--- config.mk ---
export PLATFORM = sky130hd
export DESIGN_NAME = rotor_stack_stepper
export DESIGN_NICKNAME = d
export VERILOG_FILES = /design/src/rtl/rotor_stack_stepper.sv
export SDC_FILE = /design/constraint.sdc
export NUM_CORES = 1
export LEC_CHECK = 0
export ABC_AREA = 1
export CAP_MARGIN = 10
export CELL_PAD_IN_SITES_DETAIL_PLACEMENT = 1
export CELL_PAD_IN_SITES_GLOBAL_PLACEMENT = 2
export CORE_ASPECT_RATIO = 0.9
export CORE_MARGIN = 3
export CORE_UTILIZATION = 27
export DETAILED_ROUTE_END_ITERATION = 16
export PLACE_DENSITY = 0.9
export SETUP_SLACK_MARGIN = 0.05
export SLEW_MARGIN = 15
export SYNTH_ARGS = -nofsm -noshare
export SYNTH_HDL_FRONTEND = slang
export SYNTH_SLANG_ARGS = --single-unit
export TNS_END_PERCENT = 10
--- constraint.sdc ---
create_clock -name clock -period 4.5 [get_ports clock]
set_input_delay 0.9 -clock clock [delete_from_list [all_inputs] [get_ports clock]]
set_output_delay 0.9 -clock clock [all_outputs]
set_load 0.01 [all_outputs]
--- src/rtl/rotor_stack_stepper.sv ---
`default_nettype none
// ============================================================================
//  Module      : rotor_stack_stepper
//  Description : Odometer-style rotor stack stepper with notch turnover and an
//                optional middle-rotor double-step anomaly. Rotor 0 is the
//                fastest rotor.
//
//  Ports       : clock       - rising-edge clock
//                reset       - synchronous, active-high reset
//                step        - keypress level; each rising edge = one step
//                load        - single-cycle pulse loading start_pos
//                start_pos   - packed start positions, rotor i at [i*PW +: PW]
//                notch_pos   - packed turnover positions, sampled live
//                inc         - per-rotor manual +1 pulses (no carry)
//                pos         - registered rotor positions (packed)
//                step_done   - pulses in the cycle pos reflects a step
//                carry_out   - pulses with step_done when the slowest rotor
//                              stepped off its notch
//                step_count  - steps since last reset or load (wraps)
//
//  Revision    : 1.0 - initial release
// ============================================================================
module rotor_stack_stepper #(
    parameter int NUM_ROTORS  = 3,
    parameter int ALPHA       = 26,
    parameter int PW          = 5,
    parameter int DOUBLE_STEP = 1
) (
    input  logic                     clock,
    input  logic                     reset,
    input  logic                     step,
    input  logic                     load,
    input  logic [NUM_ROTORS*PW-1:0] start_pos,
    input  logic [NUM_ROTORS*PW-1:0] notch_pos,
    input  logic [NUM_ROTORS-1:0]    inc,
    output logic [NUM_ROTORS*PW-1:0] pos,
    output logic                     step_done,
    output logic                     carry_out,
    output logic [15:0]              step_count
);

    localparam logic [PW-1:0] c_last_pos = PW'(ALPHA - 1);

    logic                  r_step_q;
    // Cleared while step is high at reset release, so a key held through
    // reset must be released before it can request a step.
    logic                  r_armed;
    logic                  r_step_done;
    logic                  r_carry_out;
    logic [15:0]           r_step_count;
    logic [PW-1:0]         r_pos      [NUM_ROTORS];

    logic [PW-1:0]         w_pos_next [NUM_ROTORS];
    logic [PW-1:0]         w_load_pos [NUM_ROTORS];
    logic [NUM_ROTORS-1:0] w_match;
    logic [NUM_ROTORS-1:0] w_adv;
    logic                  w_step_edge;

    assign w_step_edge = step & ~r_step_q & r_armed;

    generate
        for (genvar i = 0; i < NUM_ROTORS; i++) begin : g_rotor
            logic [PW-1:0] w_notch;
            logic [PW-1:0] w_start;

            assign w_notch = notch_pos[i*PW +: PW];
            assign w_start = start_pos[i*PW +: PW];

            // A notch outside the alphabet never matches.
            assign w_match[i]    = (32'(w_notch) < ALPHA) && (r_pos[i] == w_notch);
            assign w_pos_next[i] = (r_pos[i] == c_last_pos) ? '0 : r_pos[i] + PW'(1);
            assign w_load_pos[i] = (32'(w_start) < ALPHA) ? w_start : '0;
            assign pos[i*PW +: PW] = r_pos[i];

            // All advance decisions use pre-step positions only.
            if (i == 0) begin : g_adv_first
                assign w_adv[i] = 1'b1;
            end else if ((DOUBLE_STEP != 0) && (i <= NUM_ROTORS - 2)) begin : g_adv_double
                // Middle rotors also kick themselves forward off their own
                // notch (the double-step anomaly).
                assign w_adv[i] = w_match[i-1] | w_match[i];
            end else begin : g_adv_single
                assign w_adv[i] = w_match[i-1];
            end
        end
    endgenerate

    always_ff @(posedge clock) begin
        if (reset) begin
            r_step_q     <= 1'b0;
            r_armed      <= ~step;
            r_step_done  <= 1'b0;
            r_carry_out  <= 1'b0;
            r_step_count <= '0;
            for (int i = 0; i < NUM_ROTORS; i++) begin
                r_pos[i] <= '0;
            end
        end else begin
            r_step_q    <= step;
            r_step_done <= 1'b0;
            r_carry_out <= 1'b0;
            if (!step) begin
                r_armed <= 1'b1;
            end

            // Priority load > step > inc; losers are dropped, not queued.
            if (load) begin
                r_step_count <= '0;
                for (int i = 0; i < NUM_ROTORS; i++) begin
                    r_pos[i] <= w_load_pos[i];
                end
            end else if (w_step_edge) begin
                r_step_done  <= 1'b1;
                r_carry_out  <= w_adv[NUM_ROTORS-1] & w_match[NUM_ROTORS-1];
                r_step_count <= r_step_count + 16'd1;
                for (int i = 0; i < NUM_ROTORS; i++) begin
                    if (w_adv[i]) begin
                        r_pos[i] <= w_pos_next[i];
                    end
                end
            end else begin
                for (int i = 0; i < NUM_ROTORS; i++) begin
                    if (inc[i]) begin
                        r_pos[i] <= w_pos_next[i];
                    end
                end
            end
        end
    end

    assign step_done  = r_step_done;
    assign carry_out  = r_carry_out;
    assign step_count = r_step_count;

endmodule
`default_nettype wire

==> impl_summary.md, run 1 <==
Power and ir drop
The register share of total power is 0.480. The leakage power figure is between 1 and 1.5 nW. The clock share of power is 0.280.

The internal portion of the total power is between 0.0005 and 0.0006 W. In this run the power spent charging and discharging nets is ~0.00026 W. For this design the ratio of total power to cell area is approximately 260 nW/um2. The portion of total power attributed to combinational logic is 0.240. The peak ir drop on the vdd network is between 150 and 200 uV. The switching power as a share of total power is 0.3086.

Final layout
Leaving out fill and tap cells, the most frequent cells in the layout are nand2_1, clkdlybuf4s50_1, inv_1, nor2_1, dfxtp_1. The number of antenna diodes in the final layout is 0. After filler insertion, the fill cell instance count of the layout stands at 1002. Once layout is complete, the utilization of the core stands at 0.4027. Of the cells placed in the final design, the portion with a size suffix greater than 1 is 0.07990. The leading cell type in the layout, fill and taps excluded is nand2_1.

The sequential cells in the finished layout cover a total of 860.8 um2. Once layout is done, the placed cells without fillers occupy 3144 um2. Once layout is complete, the cells apart from fillers number 484. The count of nets after finishing is between 400 and 500.

Compared with the post-synthesis result, the final layout area differs by 39.77%. The multi-input gate area in the final layout is between 1000 and 1500 um2.

GRT
For this run, the total global-route usage over all layers was measured as 0.1400. Summed over all layers, the global routing overflow is 0. The pin count of the biggest net entering global routing is 16.

The number of global-route vias before repair is roughly 2300. The global-route wire length before repair is roughly 11000 um. The initial antenna violation count is 0.

Place
At the end of routability-driven placement, the weighted congestion stood at between 0.8 and 0.9. In this run, placement finished with an instance count of ~480. The pre-CTS setup slack is ~1.7 ns. The instance area at placement is between 3000 and 4000 um2. The count of buffers from port buffering is 69. The placed wire-length estimate after detailed placement is between 5000 and 6000 um.

Clock network
The clock tree synthesis step divided the H-tree into 2 levels. After clock tree synthesis, the clock-pin slew on the worst setup and hold paths is 0.07 ns. In this run the post-CTS setup repair buffer count came out at 0. No sink is reached through more buffers than the 2 on the longest clock path.

The clock tree from TritonCTS is yes. The hold-fix buffer count after cts is 0. The tree is rooted in a clkbuf_8.

Post-CTS repair changed the size of 0 cells. The clock sink total is 35. Counting the buffers created by CTS gives 5. For the worst-skew pair, the clock arrives at the later sink with an insertion delay of between 0.2 and 0.3 ns.

Drt
The length of the first detailed-routing pass in iterations is 4. The top layer used by detailed routing is met4. The number of nets with antenna violations after routing is 0.

The DRC marker count from the first detailed-route iteration is slightly above 50. Wire segments on met3 add up to approximately 270 um in the final route. The routed design has between 6000 and 7000 um of wire. The via count of the routed design is 2204. The detailed route wirelength on metal2 is between 3000 and 4000 um. For this run, design rule violations remaining after detail routing come to 0. The detailed-routing wirelength on met1 is 3057 um. The average wire length per cell after detail routing is roughly 13 um. The detail-routed via count per cell is 4.554.

Synthesis
By area, the combinational part of the netlist is dominated by simple AND/OR/NAND/NOR gates. Of the total synthesized cell area, the portion taken by AND, OR, NAND and NOR gates is 0.3131. The fraction of the mapped netlist area in compound gates is 0.1251.

The portion of synthesized area spent on multiplexers is 0. The post-synthesis xor/xnor area fraction is 0.05451. For this run, the leading register cell type out of synthesis is dfxtp_1.

Of the synthesized area, sequential elements account for 0.3826. Of the total synthesized cell area, the portion taken by full adders, half adders and majority gates is 0.03893. Synthesis handed over a netlist of between 300 and 400 instances. The synthesis warning total is 0. After synthesis, the netlist uses 25 different library cells. The summed instance area of the synthesized netlist is 2250 um2.

Yosys mapped a number of flops with a built-in enable equal to 16. The number of nets in the synthesized netlist is ~360. The post-synthesis sequential element count is 35.

A synthesized cell averages ~7 um2. For this run, asynchronously set or reset flops after synthesis account for 0.

Worst setup path
The cell repeated most along the worst path is inv_1. The worst setup path is captured at a register. Along the worst path, the maximum fanout reaches 15. The cell type of the slowest stage on the worst timing path is clkdlybuf4s50_1. At the worst endpoint, the arrival time is around 2.5 ns. The maximum cell stage delay along the critical path is approximately 0.50 ns. The critical path required time is 4.43 ns.

The startpoint type of the worst setup path is an input port. The critical path is of the in2reg type. Broken down by cell family, the worst path's largest delay share belongs to buffers and inverters. The count of buffer and inverter cells on the critical path is 3. Traced cell by cell, the critical path runs through clkdlybuf4s50_1, inv_1, nand2_2, inv_1, nand2_1, nor2_1, a21oi_1.

Min path
The path type of the worst min-delay path is reg2reg.

STA
The worst path setup slack after routing is 1.988 ns. The final setup violation count is 0. The total negative slack for setup checks is 0 ns.

The final number of hold-violating endpoints is 0. The highest clock rate is about 400 MHz. Dividing the final minimum period by the clock period gives 0.5583. The final max-slew violation count came to 0.

The worst relative slew slack is 0.6285. At the pin with the least slew margin, the transition time is 0.5561 ns. The setup clock skew after layout is between 0.006 and 0.007 ns. Setup repair after global routing left no endpoint under its margin.

Counting I/O delays and the setup requirement, the final critical path takes 2.512 ns.

Run status
The run finished with clean final reports.

Floorplan
The die width is 102.2 um. The floorplan step defined a die boundary enclosing around 9500 um2. The die extent in y is ~93 um. After floorplanning, the core was divided into 30 placement rows. The core box area is around 7800 um2.

The number of I/O pins is 70. The starting density of the core is 0.2881.

Job
The reported max-cap violation count is 0.
-- synth_stat cells, types with 2 or more instances --
master	number	area (um2)
nand2_1	90	337.8
nand2_2	3	18.77
nand3_1	18	90.09
nor2_4	2	22.52
inv_1	50	187.7
nor2_1	38	142.6
xnor2_1	8	70.07
ha_1	7	87.58
dfxtp_1	19	380.4
o21ai_0	14	70.07
o21ai_2	10	87.58
nand4_1	6	37.54
or2_2	3	18.77
edfxtp_1	16	480.5
a21oi_1	12	60.06
o21ai_4	2	32.53
xor2_1	6	52.55
-- sequential cells by signal, indices dropped and copies added, names as in the netlist --
register	flops
carry_out	1
r_pos	15
r_armed	1
step_done	1
step_count	16
r_step_q	1
-- final timing paths --
kind | from | end | slack (ns) | cells past startpoint
setup / recovery | reset | r_pos[0][12] | 1.99 | 7
hold reg to reg | step_count[4] | step_count[4] | 0.51 | 1
hold / removal | step_count[4] | step_count[4] | 0.51 | 1
setup reg to reg | r_pos[0][11] | r_pos[0][13] | 2.72 | 7
-- routing by layer --
| metal | vias up | global-route usage |
|---|---|---|
| met5 | - | 0 |
| met4 | 0 | 0.02623 |
| met3 | 5 | 0.02184 |
| met2 | 48 | 0.2403 |
| met1 | 1012 | 0.1857 |
| li1 | 1139 | - |
-- power groups by stage --
| stage | clock network [W] | registers, W | logic [W] |
|---|---|---|---|
| after floorplan | 0 | 0.000404 | 0.0000899 |
| after global placement | 0 | 0.000404 | 0.000196 |
| after detailed placement | 0 | 0.000406 | 0.000201 |
| after CTS | 0.000239 | 0.000398 | 0.000203 |
| after global routing | 0.000255 | 0.000403 | 0.000222 |
| final | 0.000231 | 0.000397 | 0.000199 |
-- cells by family after synthesis --
| group | Yosys count |
|---|---|
| xor gates and xnor gates | 14 |
| DFF | 35 |
| buffers and inverters | 51 |
| adders and majority gates | 7 |
| AOI/OAI and AO/OA | 41 |
| and+or+nand+nor | 164 |
-- cell type report --
class | instances | area share
multi-input combinational | 226 | 0.3804
sequential | 35 | 0.2738
timing repair buffer | 69 | 0.2197
inverter | 50 | 0.05969
tap | 96 | 0.03820
clock buffer | 5 | 0.02189
clock inverter | 3 | 0.006367
-- per-stage QoR --
step           hold WS (ns)  power [W]
6_report             0.5101  0.0008277
5_1_grt              0.5351  0.0008798
4_1_cts              0.5105  0.0008398
3_5_place_dp         0.4899  0.0006070
3_3_place_gp         0.4859  0.0006004
2_1_floorplan        0.4958  0.0004944
Power figures use the tool's default switching activity.
==> run 2, diff against run 1 <==
CORE_UTILIZATION = 25   (was 27)
PLACE_DENSITY = 0.84   (was 0.9)
clock period = 2.6 ns   (was 4.5 ns; I/O delays follow)
==> impl_summary.md, run 2 (same netlist as run 1, synthesis figures left out) <==
Final layout
Summing all flip-flop and latch instances after layout gives between 800 and 900 um2. The count of cells in the finished layout, fillers not included, comes to approximately 500. The area added between synthesis and finish is 40.99%. Leaving out fill and tap cells, the most frequent cells in the layout are nand2_1, clkdlybuf4s50_1, inv_1, nor2_1, dfxtp_1. At the end of the flow the core is filled with cells to 0.3668. The post-route cell area is roughly 3200 um2. The flip-flop count of the largest register, all copies and words added is 16. The count of nets after finishing is approximately 430.

The multi-input gate area in the final layout is around 1200 um2. After filler insertion, the fill cell instance count of the layout stands at between 1000 and 1500. The count of inserted antenna diode cells is 0. In the final layout, the share of cells above drive strength 1 is 0.07455. The library cell used most frequently in the layout, excluding fill and tap cells, is nand2_1.

Worst setup path
Among all stages on the critical path, the largest delay is contributed by clkdlybuf4s50_1. The maximum cell stage delay along the critical path is a little over 0.5 ns. Traced cell by cell, the critical path runs through clkdlybuf4s50_1, inv_1, nand2_1, nand2_1, nor2_1, nand3_1, a21oi_1. The type of the setup path with the least slack is in2reg. Of all nets on the critical path, the largest fanout is 5. The count of buffer and inverter cells on the critical path is 2. The cell that appears most often on the critical path is nand2_1.

STA classifies the critical path endpoint as a register. STA classifies the critical path startpoint as an input port. The critical path required time is 2.54 ns. The critical path data arrival time is 1.85 ns. Among cell families on the critical path, the largest total delay comes from buffers and inverters.

STA
The final period utilization is 0.7341. The minimum period implied by the final worst setup slack is between 1.5 and 2 ns. The worst relative slew slack is 0.6402. Setup repair after global routing left no endpoint under its margin. The setup clock skew after layout is ~0.0086 ns. Setup violations remaining at the end of the flow were counted as 0. The highest clock rate is around 520 MHz. The slew at the pin closest to its max-slew limit is between 0.5 and 0.6 ns.

Adding up every negative setup slack in the final design gives 0 ns. The final max-slew violation count is 0. The final number of hold-violating endpoints was 0.

Power and ir drop
The overall power is between 0.001 and 0.0015 W. The cell area power density is roughly 450 nW/um2. In this run the static leakage power is between 1 and 1.5 nW. VDD sags by at most 178.2 uV.

GRT
The number of global-route vias before repair is between 2000 and 2500. The initial antenna violation count is 0. For this run, global-route usage on met1 was measured as 0.1860. The global routing stage identified its most utilized layer as met2. The met2 layer usage reported by global route is 0.1996. The total overflow left after global routing is 0. The first global-routing pass estimated around 11000 um of wire. Entering global routing, the biggest net connects 15 pins. The global-route usage over all layers is 0.1323. The global-route track usage on met3 is 0.04292.

Drt
The detailed-route wire length is 6402 um. In this run the remaining antenna-violating nets after routing total 0. The detailed router finished its first iteration with 98 violations.

The via count of the routed design is 2200. Dividing the detail-routed wire length by the instance count gives around 13 um. After detailed routing, the number of vias per cell comes to about 4.3.

The length of the first detailed-routing pass in iterations is 4. After detailed routing, the number of remaining DRC violations is 0.

Clock network
The post-CTS setup buffer count is 0. The root buffer cell chosen for the clock tree is clkbuf_8. The number of resized instances in the post-cts repair step is 0. The number of buffers created by CTS is 5. For this design, the sink count on the clock tree is 35. The number of hold buffers added after CTS was 0. In this run the number of H-tree levels came out at 2. TritonCTS built the clock tree. After clock tree synthesis, the clock-pin slew on the worst setup and hold paths is about 0.07 ns. The maximum count of clock buffers along a single path is 2.

The source-to-sink clock delay at the later pin of the worst-skew pair is a little under 0.3 ns.

Job
The reported max-cap violation count is 0.

Floorplan
The floorplan step defined a die boundary enclosing 10170 um2. The die extent in y is 96.00 um. The die width is 106.0 um. The core box area is 8648 um2. The number of I/O pins is 70. In this run the core area contains 32 standard-cell rows.

The initial utilization of the core area, before any placement, comes to 0.2601.

Min path
The path type of the worst min-delay path is reg2reg.

Place
The wire-length estimate of the detail-placed layout is 5165 um. At the end of routability-driven placement, the weighted congestion stood at ~0.76. Once placement completed, the tool counted placed cells totaling 500. Input and output buffers added on the ports amount to between 60 and 70.

After detailed placement, the total cell area comes to 3092 um2.

Run status
The run finished with clean final reports.
-- run 2: tightest hold or removal path, delay by kind of cell (launching register included) --
kind                   cells  cell delay [ns]
DFF                        1             0.34
AOI/OAI and AO/OA          1             0.06
buffers and inverters      1             0.07
-- run 2: final cells by class --
type | instances | share of cell area
sequential | 35 | 0.2714
clock buffer | 8 | 0.02525
timing repair buffer | 70 | 0.2201
inverter | 50 | 0.05917
tap | 119 | 0.04694
multi-input combinational | 226 | 0.3771
-- run 2: worst paths after layout --
path                                     from            end  slack [ns]  cells past startpoint
worst max-delay path             notch_pos[9]   r_pos[0][11]        0.69                      7
worst min-delay path            step_count[6]  step_count[6]        0.51                      2
worst max register to register   r_pos[0][11]   r_pos[0][13]        0.87                      7
worst min register to register  step_count[6]  step_count[6]        0.51                      2
-- run 2: metrics by stage --
step / hold slack, ns / worst slack (ns)
floorplan: 0.4958 / 1.030
detailed placement: 0.4967 / 0.3605
CTS: 0.5125 / 0.6597
global placement: 0.4831 / 0.3998
finish: 0.5066 / 0.6913
global route: 0.5379 / 0.5505
-- run 2: power by group --
part	leakage (nW)	internal [W]	switching, W
clock network	0.0395	0.000191	0.000200
logic	0.912	0.000183	0.000157
registers	0.333	0.000622	0.0000641
total	1.28	0.000995	0.000420
-- run 2: per-layer routing --
layer	part of all wire	wire [um]
met1	0.50	3177
met2	0.44	2809
met3	0.058	369
met4	0.0072	46
met5	0	0
==> run 3, diff against run 2 <==
clock period = 1.9 ns   (was 2.6 ns; I/O delays follow)
==> impl_summary.md, run 3 (same netlist as run 1, synthesis figures left out) <==
Run status
The run finished with clean final reports.

Clock network
The hold-fix buffer count after cts is 0. The later pin in the worst-skew pair is clocked with a latency of ~0.28 ns. The number of buffers created by CTS is 5. The clock sink total is 35.

The clock-pin slew on the worst setup and hold paths is approximately 0.070 ns. The clock tree from TritonCTS is yes. The root buffer cell is clkbuf_8. The clock passes through at most 2 buffers.

The H-tree generated during clock tree synthesis spans 2 levels.

STA
The hold slack is about 0.51 ns. Subtracting the final worst setup slack from the clock period gives between 1.5 and 2 ns. Setup repair after global routing left no endpoint under its margin.

The final setup violation count is 0. The slew at the pin closest to its max-slew limit is roughly 0.32 ns. The final max-slew violation count is 0. The final period utilization is 0.9246. The setup clock skew after layout is 0.003834 ns. The final number of hold-violating endpoints is 0. The highest clock rate is 569.2 MHz. The worst relative slew slack is 0.7855.

Worst setup path
Along the worst path, the maximum fanout reaches 6. The timing startpoint of the critical path is r_pos[0][3]. The largest delay contributor family on the critical path is buffers and inverters. The critical path data arrival time is around 1.4 ns. The critical path required time is between 1.5 and 2 ns. The startpoint type of the worst setup path is a register. The count of buffer and inverter cells on the critical path is 1. The worst reg2reg path depth is 7. The worst setup path is of the reg2out kind. The maximum cell stage delay along the critical path is approximately 0.60 ns.

The worst register-to-register path ends at r_pos[0][14]. In this run the number of cells on the critical path is 1. The origin of the critical flop-to-flop path is r_pos[0][5]. Traced cell by cell, the critical path runs through clkdlybuf4s50_1. The critical path endpoint category is an output pin. In this run the register-to-register setup slack is 0.31 ns. The cell type of the slowest stage on the worst timing path is clkdlybuf4s50_1. The capturing element of the worst setup path is pos[3].

Final layout
Leaving out fill and tap cells, the most frequent cell in the layout is nand2_1. The area added between synthesis and finish is 43.66%. In the final layout, the share of cells above drive strength 1 is 0.09572.

The final cell count without fillers is between 500 and 600. The flip-flop count of the largest register, all copies and words added is 16. In the layout the commonest cells are nand2_1, clkdlybuf4s50_1, inv_1, nor2_1, dfxtp_1. The count of inserted antenna diode cells is 0. For this run, the post-layout net count is 440.

GRT
The aggregate global routing overflow is 0. Entering global routing, the biggest net connects 15 pins. The initial antenna violation count is 0.

The number of global-route vias before repair is between 2000 and 2500. The global-route usage over all layers is 0.1296. The first global-routing pass estimated between 10000 and 15000 um of wire.

Drt
The via count of the routed design is around 2200. The final layout contains routed wiring with a total length of around 6400 um. The length of the first detailed-routing pass in iterations is 4.

The average wire length per cell after detail routing is 12.35 um. The number of design rule violations left after detail routing is 0. For this block, the initial DRC count from the detailed router was between 40 and 50. The number of nets with antenna violations after routing is 0. After detailed routing, the number of vias per cell comes to ~4.3.

Floorplan
The area of the die is 10170 um2. The core region is around 8600 um2. The initial utilization of the core area, before any placement, comes to 0.2601.

The die is about 110 um wide. The die extent in y is 96.00 um. 70 I/O pins were placed.

The floorplan has 32 rows.

Place
The placed wire-length estimate after detailed placement is about 5300 um. The weighted congestion at the end of routability-driven global placement is 0.7360. Buffers placed on the I/O ports in this run total around 70. The placed cell count is between 500 and 600.

Power and ir drop
The peak ir drop on the vdd network is around 270 uV. In this run the static leakage power is approximately 1.3 nW. Dividing total power by cell area gives a power density of approximately 600 nW/um2.

Min path
The path type of the worst min-delay path is reg2reg.

Job
Max-cap violations in this run came to 0.
[run 3: cell count changes in the layout (fill, tap and decap cells not counted)]
cell   before  now
inv_1      50   49
buf_4       1    9
inv_2       0    1
[run 3: layout make-up]
cell class	count	area, um2
Sequential cell	35	860.8
Multi-Input combinational cell	226	1196
Clock buffer	8	80.08
Fill cell	1109	5416
Inverter	50	187.7
Timing Repair Buffer	78	758.2
Tap cell	119	148.9
[run 3: routing by layer]
layer	vias to the layer above	routed length (um)	track usage	share of wire
li1	1151	-	-	-
met1	1009	3110	0.1702	0.49
met2	50	2905	0.2197	0.46
met3	4	322	0.03219	0.051
met4	0	33	0.02373	0.0052
met5	-	0	0	0
[run 3: worst min-delay path by stage]
stage                   startpoint        endpoint  slack [ns]  cells past startpoint
floorplan            step_count[4]   step_count[4]        0.50                      1
global placement     step_count[4]   step_count[4]        0.49                      1
detailed placement   step_count[4]   step_count[4]        0.49                      1
CTS                 step_count[10]  step_count[10]        0.51                      2
global route         step_count[4]   step_count[4]        0.54                      1
finish              step_count[10]  step_count[10]        0.51                      2
[run 3: where the power goes]
group          total, W  internal, W  switching [W]
sequential     0.000941     0.000851      0.0000900
clock          0.000520     0.000261       0.000259
combinational  0.000473     0.000259       0.000213
[run 3: through the flow]
stage               setup slack, ns  cell area (um2)  setup TNS [ns]  power, W    util
floorplan                    0.3299             2250               0  0.001171       -
global placement            -0.1311             3152          -1.289  0.001433  0.3644
detailed placement          -0.1570             3152          -1.706  0.001440  0.3644
CTS                          0.1130             3232               0  0.001966  0.3737
global route                0.07559             3232               0  0.002057  0.3737
finish                       0.1432             3232               0  0.001934  0.3737
[run 3: timing repair]
item	4_1_cts	5_1_grt
gates resized for setup	0	1
setup buffers	0	0
endpoints found under the setup margin	0	5
endpoints found under the hold margin	0	0
